File: config.mk
export PLATFORM = sky130hd
export DESIGN_NAME = dma_copy_engine_flat
export DESIGN_NICKNAME = d
export VERILOG_FILES = /design/src/rtl/dma_copy_engine_if.sv /design/src/rtl/dma_copy_engine.sv /design/src/flat_wrapper.sv
export SDC_FILE = /design/constraint.sdc
export NUM_CORES = 1
export LEC_CHECK = 0
export CAP_MARGIN = 20
export CORE_ASPECT_RATIO = 1.4
export CORE_MARGIN = 5
export CORE_UTILIZATION = 53
export DETAILED_ROUTE_END_ITERATION = 8
export PLACE_DENSITY = 0.83
export SLEW_MARGIN = 10
export SYNTH_ARGS = -nofsm -noshare
export SYNTH_HDL_FRONTEND = slang
export SYNTH_SLANG_ARGS = --single-unit
File: constraint.sdc
create_clock -name clk -period 4.45 [get_ports clk]
set_input_delay 1.1125 -clock clk [delete_from_list [all_inputs] [get_ports clk]]
set_output_delay 1.1125 -clock clk [all_outputs]
set_load 0.05 [all_outputs]
File: src/rtl/dma_copy_engine_if.sv
// Memory-side request/response bus of the DMA copy engine; the engine is the master.
// A request is held on dma_en/dma_addr/dma_we/dma_din until the memory raises dma_ready.
interface dma_copy_engine_if;
  logic [15:0] dma_addr;
  logic        dma_en;
  logic [1:0]  dma_we;
  logic [15:0] dma_din;
  logic [15:0] dma_dout;
  logic        dma_ready;
  logic        dma_resp;

  modport master (
    output dma_addr, dma_en, dma_we, dma_din,
    input  dma_dout, dma_ready, dma_resp
  );

  modport slave (
    input  dma_addr, dma_en, dma_we, dma_din,
    output dma_dout, dma_ready, dma_resp
  );
endinterface

File: src/rtl/dma_copy_engine.sv
// Word-by-word memory copy that refuses any transfer touching the secure window; 2 + 2*len cycles
// start-to-done with dma_ready high, each read/write stalls in place until dma_ready.
module dma_copy_engine #(
  parameter logic [15:0] SDATA_BASE = 16'hA000,
  parameter logic [15:0] SDATA_SIZE = 16'h1000
) (
  input  logic                      clk,
  input  logic                      reset_n,
  input  logic                      start,
  input  logic [15:0]               src_addr,
  input  logic [15:0]               dst_addr,
  input  logic [15:0]               len,
  output logic                      busy,
  output logic                      done,
  output logic                      err,
  dma_copy_engine_if.master         dma
);

  typedef enum logic [2:0] {
    S_IDLE,
    S_CHECK,
    S_RD,
    S_WR,
    S_DONE,
    S_ERR
  } state_e;

  state_e      state_q, state_d;
  logic [15:0] src_q, src_d;
  logic [15:0] dst_q, dst_d;
  logic [15:0] rem_q, rem_d;
  logic [15:0] buf_q, buf_d;

  logic        accept;
  logic [17:0] span;
  logic [17:0] src_end;
  logic [17:0] dst_end;
  logic [17:0] win_lo;
  logic [17:0] win_hi;
  logic        src_bad;
  logic        dst_bad;

  // Range ends carry past 17 bits when both address and length are large, so keep 18.
  always_comb begin
    span    = {1'b0, rem_q, 1'b0};
    src_end = {2'b00, src_q} + span;
    dst_end = {2'b00, dst_q} + span;
    win_lo  = {2'b00, SDATA_BASE};
    win_hi  = win_lo + {2'b00, SDATA_SIZE};
    src_bad = (src_end > 18'h10000) ||
              (({2'b00, src_q} < win_hi) && (src_end > win_lo));
    dst_bad = (dst_end > 18'h10000) ||
              (({2'b00, dst_q} < win_hi) && (dst_end > win_lo));
  end

  assign busy   = (state_q == S_CHECK) || (state_q == S_RD) || (state_q == S_WR);
  assign done   = (state_q == S_DONE);
  assign err    = (state_q == S_ERR);
  assign accept = start && !busy;

  always_comb begin
    state_d = state_q;
    src_d   = src_q;
    dst_d   = dst_q;
    rem_d   = rem_q;
    buf_d   = buf_q;

    if (accept) begin
      src_d   = src_addr & 16'hFFFE;
      dst_d   = dst_addr & 16'hFFFE;
      rem_d   = len;
      state_d = S_CHECK;
    end else begin
      case (state_q)
        S_IDLE: state_d = S_IDLE;
        S_CHECK: begin
          if (rem_q == 16'd0) begin
            state_d = S_DONE;
          end else if (src_bad || dst_bad) begin
            state_d = S_ERR;
          end else begin
            state_d = S_RD;
          end
        end
        S_RD: begin
          if (dma.dma_ready) begin
            if (dma.dma_resp) begin
              state_d = S_ERR;
            end else begin
              buf_d   = dma.dma_dout;
              state_d = S_WR;
            end
          end
        end
        S_WR: begin
          if (dma.dma_ready) begin
            if (dma.dma_resp) begin
              state_d = S_ERR;
            end else begin
              src_d   = src_q + 16'd2;
              dst_d   = dst_q + 16'd2;
              rem_d   = rem_q - 16'd1;
              state_d = (rem_q == 16'd1) ? S_DONE : S_RD;
            end
          end
        end
        S_DONE:  state_d = S_IDLE;
        S_ERR:   state_d = S_ERR;
        default: state_d = S_IDLE;
      endcase
    end
  end

  // Bus outputs are decoded from the registered state so they drop the instant reset asserts.
  always_comb begin
    dma.dma_en   = 1'b0;
    dma.dma_addr = 16'h0000;
    dma.dma_we   = 2'b00;
    dma.dma_din  = 16'h0000;
    case (state_q)
      S_RD: begin
        dma.dma_en   = 1'b1;
        dma.dma_addr = src_q;
      end
      S_WR: begin
        dma.dma_en   = 1'b1;
        dma.dma_addr = dst_q;
        dma.dma_we   = 2'b11;
        dma.dma_din  = buf_q;
      end
      default: ;
    endcase
  end

  always_ff @(posedge clk or negedge reset_n) begin
    if (!reset_n) begin
      state_q <= S_IDLE;
      src_q   <= 16'h0000;
      dst_q   <= 16'h0000;
      rem_q   <= 16'h0000;
      buf_q   <= 16'h0000;
    end else begin
      state_q <= state_d;
      src_q   <= src_d;
      dst_q   <= dst_d;
      rem_q   <= rem_d;
      buf_q   <= buf_d;
    end
  end

endmodule

File: src/flat_wrapper.sv
// flat-port wrapper written by rule: the top's interface ports become plain ports
module dma_copy_engine_flat 
#(
  parameter logic [15:0] SDATA_BASE = 16'hA000,
  parameter logic [15:0] SDATA_SIZE = 16'h1000
)
  (clk, reset_n, start, src_addr, dst_addr, len, busy, done, err, dma_dma_addr, dma_dma_en, dma_dma_we, dma_dma_din, dma_dma_dout, dma_dma_ready, dma_dma_resp);
  dma_copy_engine_if dma_i ();
  input  logic clk;
  input  logic reset_n;
  input  logic start;
  input  logic [15:0] src_addr;
  input  logic [15:0] dst_addr;
  input  logic [15:0] len;
  output logic busy;
  output logic done;
  output logic err;
  output wire logic [$bits(dma_i.dma_addr)-1:0] dma_dma_addr;
  output wire logic [$bits(dma_i.dma_en)-1:0] dma_dma_en;
  output wire logic [$bits(dma_i.dma_we)-1:0] dma_dma_we;
  output wire logic [$bits(dma_i.dma_din)-1:0] dma_dma_din;
  input wire logic [$bits(dma_i.dma_dout)-1:0] dma_dma_dout;
  input wire logic [$bits(dma_i.dma_ready)-1:0] dma_dma_ready;
  input wire logic [$bits(dma_i.dma_resp)-1:0] dma_dma_resp;
  assign dma_dma_addr = dma_i.dma_addr;
  assign dma_dma_en = dma_i.dma_en;
  assign dma_dma_we = dma_i.dma_we;
  assign dma_dma_din = dma_i.dma_din;
  assign dma_i.dma_dout = dma_dma_dout;
  assign dma_i.dma_ready = dma_dma_ready;
  assign dma_i.dma_resp = dma_dma_resp;
  dma_copy_engine #(.SDATA_BASE(SDATA_BASE), .SDATA_SIZE(SDATA_SIZE)) u_core (.clk(clk), .reset_n(reset_n), .start(start), .src_addr(src_addr), .dst_addr(dst_addr), .len(len), .busy(busy), .done(done), .err(err), .dma(dma_i));
endmodule
==> impl_metrics.prom <==
# TYPE chip_impl_metric gauge
chip_impl_metric{name="finalWirelength",unit="um"} 15600
chip_impl_metric{name="tns",unit="ps"} 0
chip_impl_metric{name="clock_skew",unit="ps"} 5.18
chip_impl_metric{name="postSynthAreaPerCell",unit="sq um"} 8.25
chip_impl_metric{name="post-route-min-period",unit="ps"} 4000
chip_impl_metric{name="max-clock-path-buffers",unit=""} 2
chip_impl_metric{name="crit_arrival",unit="ps"} 4220
chip_impl_metric{name="mappedNetlistNets",unit=""} 747
chip_impl_info{name="crit_path_end_kind",value="register"} 1
chip_impl_metric{name="timing.max_cap.violations",unit=""} 0
chip_impl_info{name="status",value="complete, no violations"} 1
chip_impl_info{name="min_path_type",value="reg2reg"} 1
chip_impl_metric{name="powerDensity",unit="nW/um^2"} 744
chip_impl_metric{name="crit_fanout",unit=""} 6
chip_impl_metric{name="grt_pass1_wl",unit="um"} 24900
chip_impl_metric{name="die-height",unit="um"} 128
chip_impl_metric{name="antenna_found_initial",unit=""} 0
chip_impl_metric{name="ys_seq_elements",unit=""} 65
chip_impl_metric{name="ctsResizeCount",unit=""} 0
chip_impl_metric{name="place_congestion",unit=""} 0.924
chip_impl_metric{name="post-synth-top-area-fraction",unit="%"} 30.7
chip_impl_metric{name="final_hold_viol_count",unit=""} 0
chip_impl_metric{name="grt.met2_usage",unit="%"} 46.0
chip_impl_metric{name="sequential_cell_area",unit="sq um"} 1630
chip_impl_metric{name="dpl_ws",unit="ps"} 501
chip_impl_metric{name="ffs_w_async_s_r_synth",unit="%"} 100
chip_impl_metric{name="place_hpwl",unit="um"} 12100
chip_impl_metric{name="grt_overflow_total",unit=""} 0
chip_impl_metric{name="grt_util_all_layers",unit="%"} 26.1
chip_impl_metric{name="multiplexer_share_of_the_synthesized_area",unit="%"} 6.80
chip_impl_metric{name="grt.met1_usage",unit="%"} 30.4
chip_impl_metric{name="dieWidth",unit="um"} 94.5
chip_impl_metric{name="cts.repair_timing.setup_buffer_count",unit=""} 0
chip_impl_metric{name="vias_per_cell",unit=""} 6.00
chip_impl_metric{name="fillerInstances",unit=""} 825
chip_impl_metric{name="n_antenna_cell",unit=""} 0
chip_impl_info{name="grt_setup_unrepaired",value="no"} 1
chip_impl_metric{name="numPortBuffers",unit=""} 103
chip_impl_metric{name="synth-simple-area-share",unit="%"} 22.7
chip_impl_metric{name="cts.reportedPaths.clkPinSlew",unit="ps"} 50
chip_impl_metric{name="synth_xor_area_share",unit="%"} 8.43
chip_impl_metric{name="multi_input_area",unit="sq um"} 3490
chip_impl_metric{name="detailroute.via_count",unit=""} 5232
chip_impl_info{name="synth_most_common_cell",value="nand2_1"} 1
chip_impl_info{name="crit_path_start_kind",value="register"} 1
chip_impl_metric{name="post_synth_num_cell_types",unit=""} 65
chip_impl_metric{name="number_of_enable_type_register_cells_in_the_synthesized_netlist",unit=""} 0
chip_impl_metric{name="fraction_of_the_mapped_netlist_area_in_compound_gates",unit="%"} 18.9
chip_impl_metric{name="floorplan.die_area",unit="sq um"} 12100
chip_impl_metric{name="first_global_vias",unit=""} 5088
chip_impl_metric{name="pin_count_of_the_biggest_net_entering_global_routing",unit=""} 36
chip_impl_metric{name="cp.required",unit="ps"} 4670
chip_impl_metric{name="count_of_tritonroute_iterations_in_the_first_routing_pass",unit=""} 5
chip_impl_info{name="busiest_layer",value="met2"} 1
chip_impl_metric{name="hold_buffers",unit=""} 0
chip_impl_metric{name="effective_utilization_at_floorplan",unit="%"} 53.8
chip_impl_metric{name="cts-buffers-inserted",unit=""} 9
chip_impl_metric{name="synthesis.area",unit="sq um"} 5300
chip_impl_metric{name="rows",unit=""} 43
chip_impl_metric{name="worst_slew_margin_rel",unit="%"} 44.1
chip_impl_metric{name="synth_sequential_area_ratio",unit="%"} 30.7
chip_impl_metric{name="postSynthCellCount",unit=""} 642
chip_impl_metric{name="period_share",unit="%"} 89.9
chip_impl_metric{name="fp.coreArea",unit="sq um"} 9850
chip_impl_metric{name="drc_errors_left",unit=""} 0
chip_impl_metric{name="clk_latency",unit="ps"} 330
chip_impl_metric{name="report.final.setup_viol",unit=""} 0
chip_impl_metric{name="slew_viol_final",unit=""} 0
chip_impl_metric{name="yosys_warnings",unit=""} 0
chip_impl_metric{name="drive_above_1_share",unit="%"} 7.33
chip_impl_metric{name="area.growth.synth_to_final",unit="%"} 26.4
chip_impl_metric{name="io-pin-count",unit=""} 107
chip_impl_info{name="setup.worst_path.class",value="reg2reg"} 1
chip_impl_metric{name="cts_num_sinks",unit=""} 65
chip_impl_metric{name="drt_iter0_markers",unit=""} 315
chip_impl_metric{name="max_freq",unit="MHz"} 250
chip_impl_metric{name="finish.net_count",unit=""} 838
chip_impl_metric{name="antenna_left",unit=""} 0
chip_impl_metric{name="yosys.area_share.adder",unit="%"} 8.78
chip_impl_info{name="netlist_top_cells_count",value="79 x nand2_1, 68 x nor2_1, 65 x dfrtp_1, 55 x o21ai_0, 35 x a21oi_1"} 1
chip_impl_metric{name="drt-wirelength-per-cell",unit="um"} 17.9
chip_impl_info{name="ys_top_cells_by_area",value="dfrtp_1 31%, ha_1 8.0%, nand2_1 5.6%"} 1
chip_impl_info{name="cts_root_buf",value="clkbuf_16"} 1
chip_impl_metric{name="worstMarginPinSlew",unit="ps"} 838
chip_impl_info{name="ys.flop_type",value="dfrtp_1"} 1
chip_impl_info{name="combinational_family_with_the_most_area_after_synthesis",value="simple AND/OR/NAND/NOR gates"} 1
chip_impl_metric{name="max-vdd-ir-drop",unit="mV"} 0.393
chip_impl_metric{name="postLayoutSetupSlackWorst",unit="ps"} 448
chip_impl_info{name="tritoncts_clock_tree",value="yes"} 1
chip_impl_metric{name="power_leakage",unit="nW"} 2.85
chip_impl_metric{name="grt_util_met3",unit="%"} 5.34
chip_impl_info{name="synth_area_leader_cell",value="dfrtp_1"} 1
chip_impl_metric{name="cts.htree.levels",unit=""} 3
[power breakdown]
part	internal, W	leakage [nW]	switching, W
registers	0.000822	0.808	0.000430
clock network	0.000385	0.135	0.000251
logic	0.00131	1.91	0.00178
total	0.00252	2.85	0.00246
[cells by family (layout without fill, tap and decap cells)]
logic type | after synthesis | in the layout
DFF | 65 | 65
AOI/OAI and AO/OA | 155 | 155
other | 1 | 1
xor gates and xnor gates | 51 | 51
muxes | 34 | 34
and+or+nand+nor | 252 | 252
buffers and inverters | 48 | 143
adders and majority gates | 36 | 36
[through the flow]
| step | std cells | instance area, sq um | hold slack [ps] | power, W | util, % |
|---|---|---|---|---|---|
| finish | 872 | 6700 | 495 | 0.00499 | 68.0 |
| global route | 872 | 6700 | 514 | 0.00536 | 68.0 |
| CTS | 872 | 6700 | 500 | 0.00494 | 68.0 |
| detailed placement | 857 | 6430 | 488 | 0.00426 | 65.3 |
| global placement | 857 | 6430 | 480 | 0.00416 | 65.3 |
| floorplan | 642 | 5300 | 473 | 0.00349 | - |
[state kept, by name, summed over array words and instances (netlist names)]
register and count:
u_core.buf_q 16, u_core.rem_q 16, u_core.dst_q 15, u_core.src_q 15, u_core.state_q 3
[worst max-delay path: stages (launching register included)]
cell,delay (ps)
dfrtp_1,460
ha_1,270
fa_1,420
xor2_1,190
a2111oi_4,320
o2111ai_1,130
or4_1,420
or4_1,550
a2111oi_2,380
a41o_1,250
o211ai_2,150
o32ai_1,340
[final cells by class]
class                   instances  share of cell area (%)
clock buffers                  11                    3.62
clock inverters                 4                   0.299
inverters                      17                   0.953
multi-input cells             529                    52.1
flip-flops and latches         65                    24.3
well taps                     135                    2.52
repair buffers                111                    16.2
[cells in the final DEF (no fill, tap or decap), drive strengths merged, types with 4 or more instances in the layout]
| master | Yosys | routed |
|---|---|---|
| or4 | 4 | 4 |
| nor2 | 68 | 68 |
| a31oi | 4 | 4 |
| dfrtp | 65 | 65 |
| mux2 | 16 | 16 |
| mux2i | 18 | 18 |
| xnor2 | 28 | 28 |
| nand2 | 79 | 79 |
| nand4 | 15 | 15 |
| nor2b | 7 | 7 |
| and3 | 25 | 25 |
| o21ai | 56 | 56 |
| ha | 34 | 34 |
| a21oi | 36 | 36 |
| clkdlybuf4s50 | 0 | 102 |
| nor3 | 14 | 14 |
| a211oi | 9 | 9 |
| nand3 | 14 | 14 |
| clkbuf | 25 | 11 |
| inv | 17 | 17 |
| clkinv | 0 | 4 |
| o211ai | 7 | 7 |
| nor4 | 5 | 5 |
| o21a | 4 | 4 |
| buf | 6 | 9 |
| or3 | 4 | 4 |
| a21o | 7 | 7 |
| xor2 | 23 | 23 |
[worst paths after layout]
kind	slack (ps)	cells after the start	to	from
worst max register to register	450	11	u_core.state_q[1]	u_core.rem_q[0]
worst min register to register	500	1	u_core.buf_q[10]	u_core.buf_q[10]
max in group asynchronous	2670	2	u_core.dst_q[12]	reset_n
min in group asynchronous	880	1	u_core.rem_q[10]	reset_n
worst min-delay path	500	1	u_core.buf_q[10]	u_core.buf_q[10]
worst max-delay path	450	11	u_core.state_q[1]	u_core.rem_q[0]
[per-layer routing]
| layer | vias up | share of wire (%) | routed length, um |
|---|---|---|---|
| li1 | 2483 | - | - |
| met5 | - | 0 | 0 |
| met4 | 0 | 3.9 | 603 |
| met3 | 46 | 7.5 | 1170 |
| met1 | 2464 | 39 | 6040 |
| met2 | 239 | 50 | 7770 |
No activity file was read; power rests on OpenSTA's default activity.
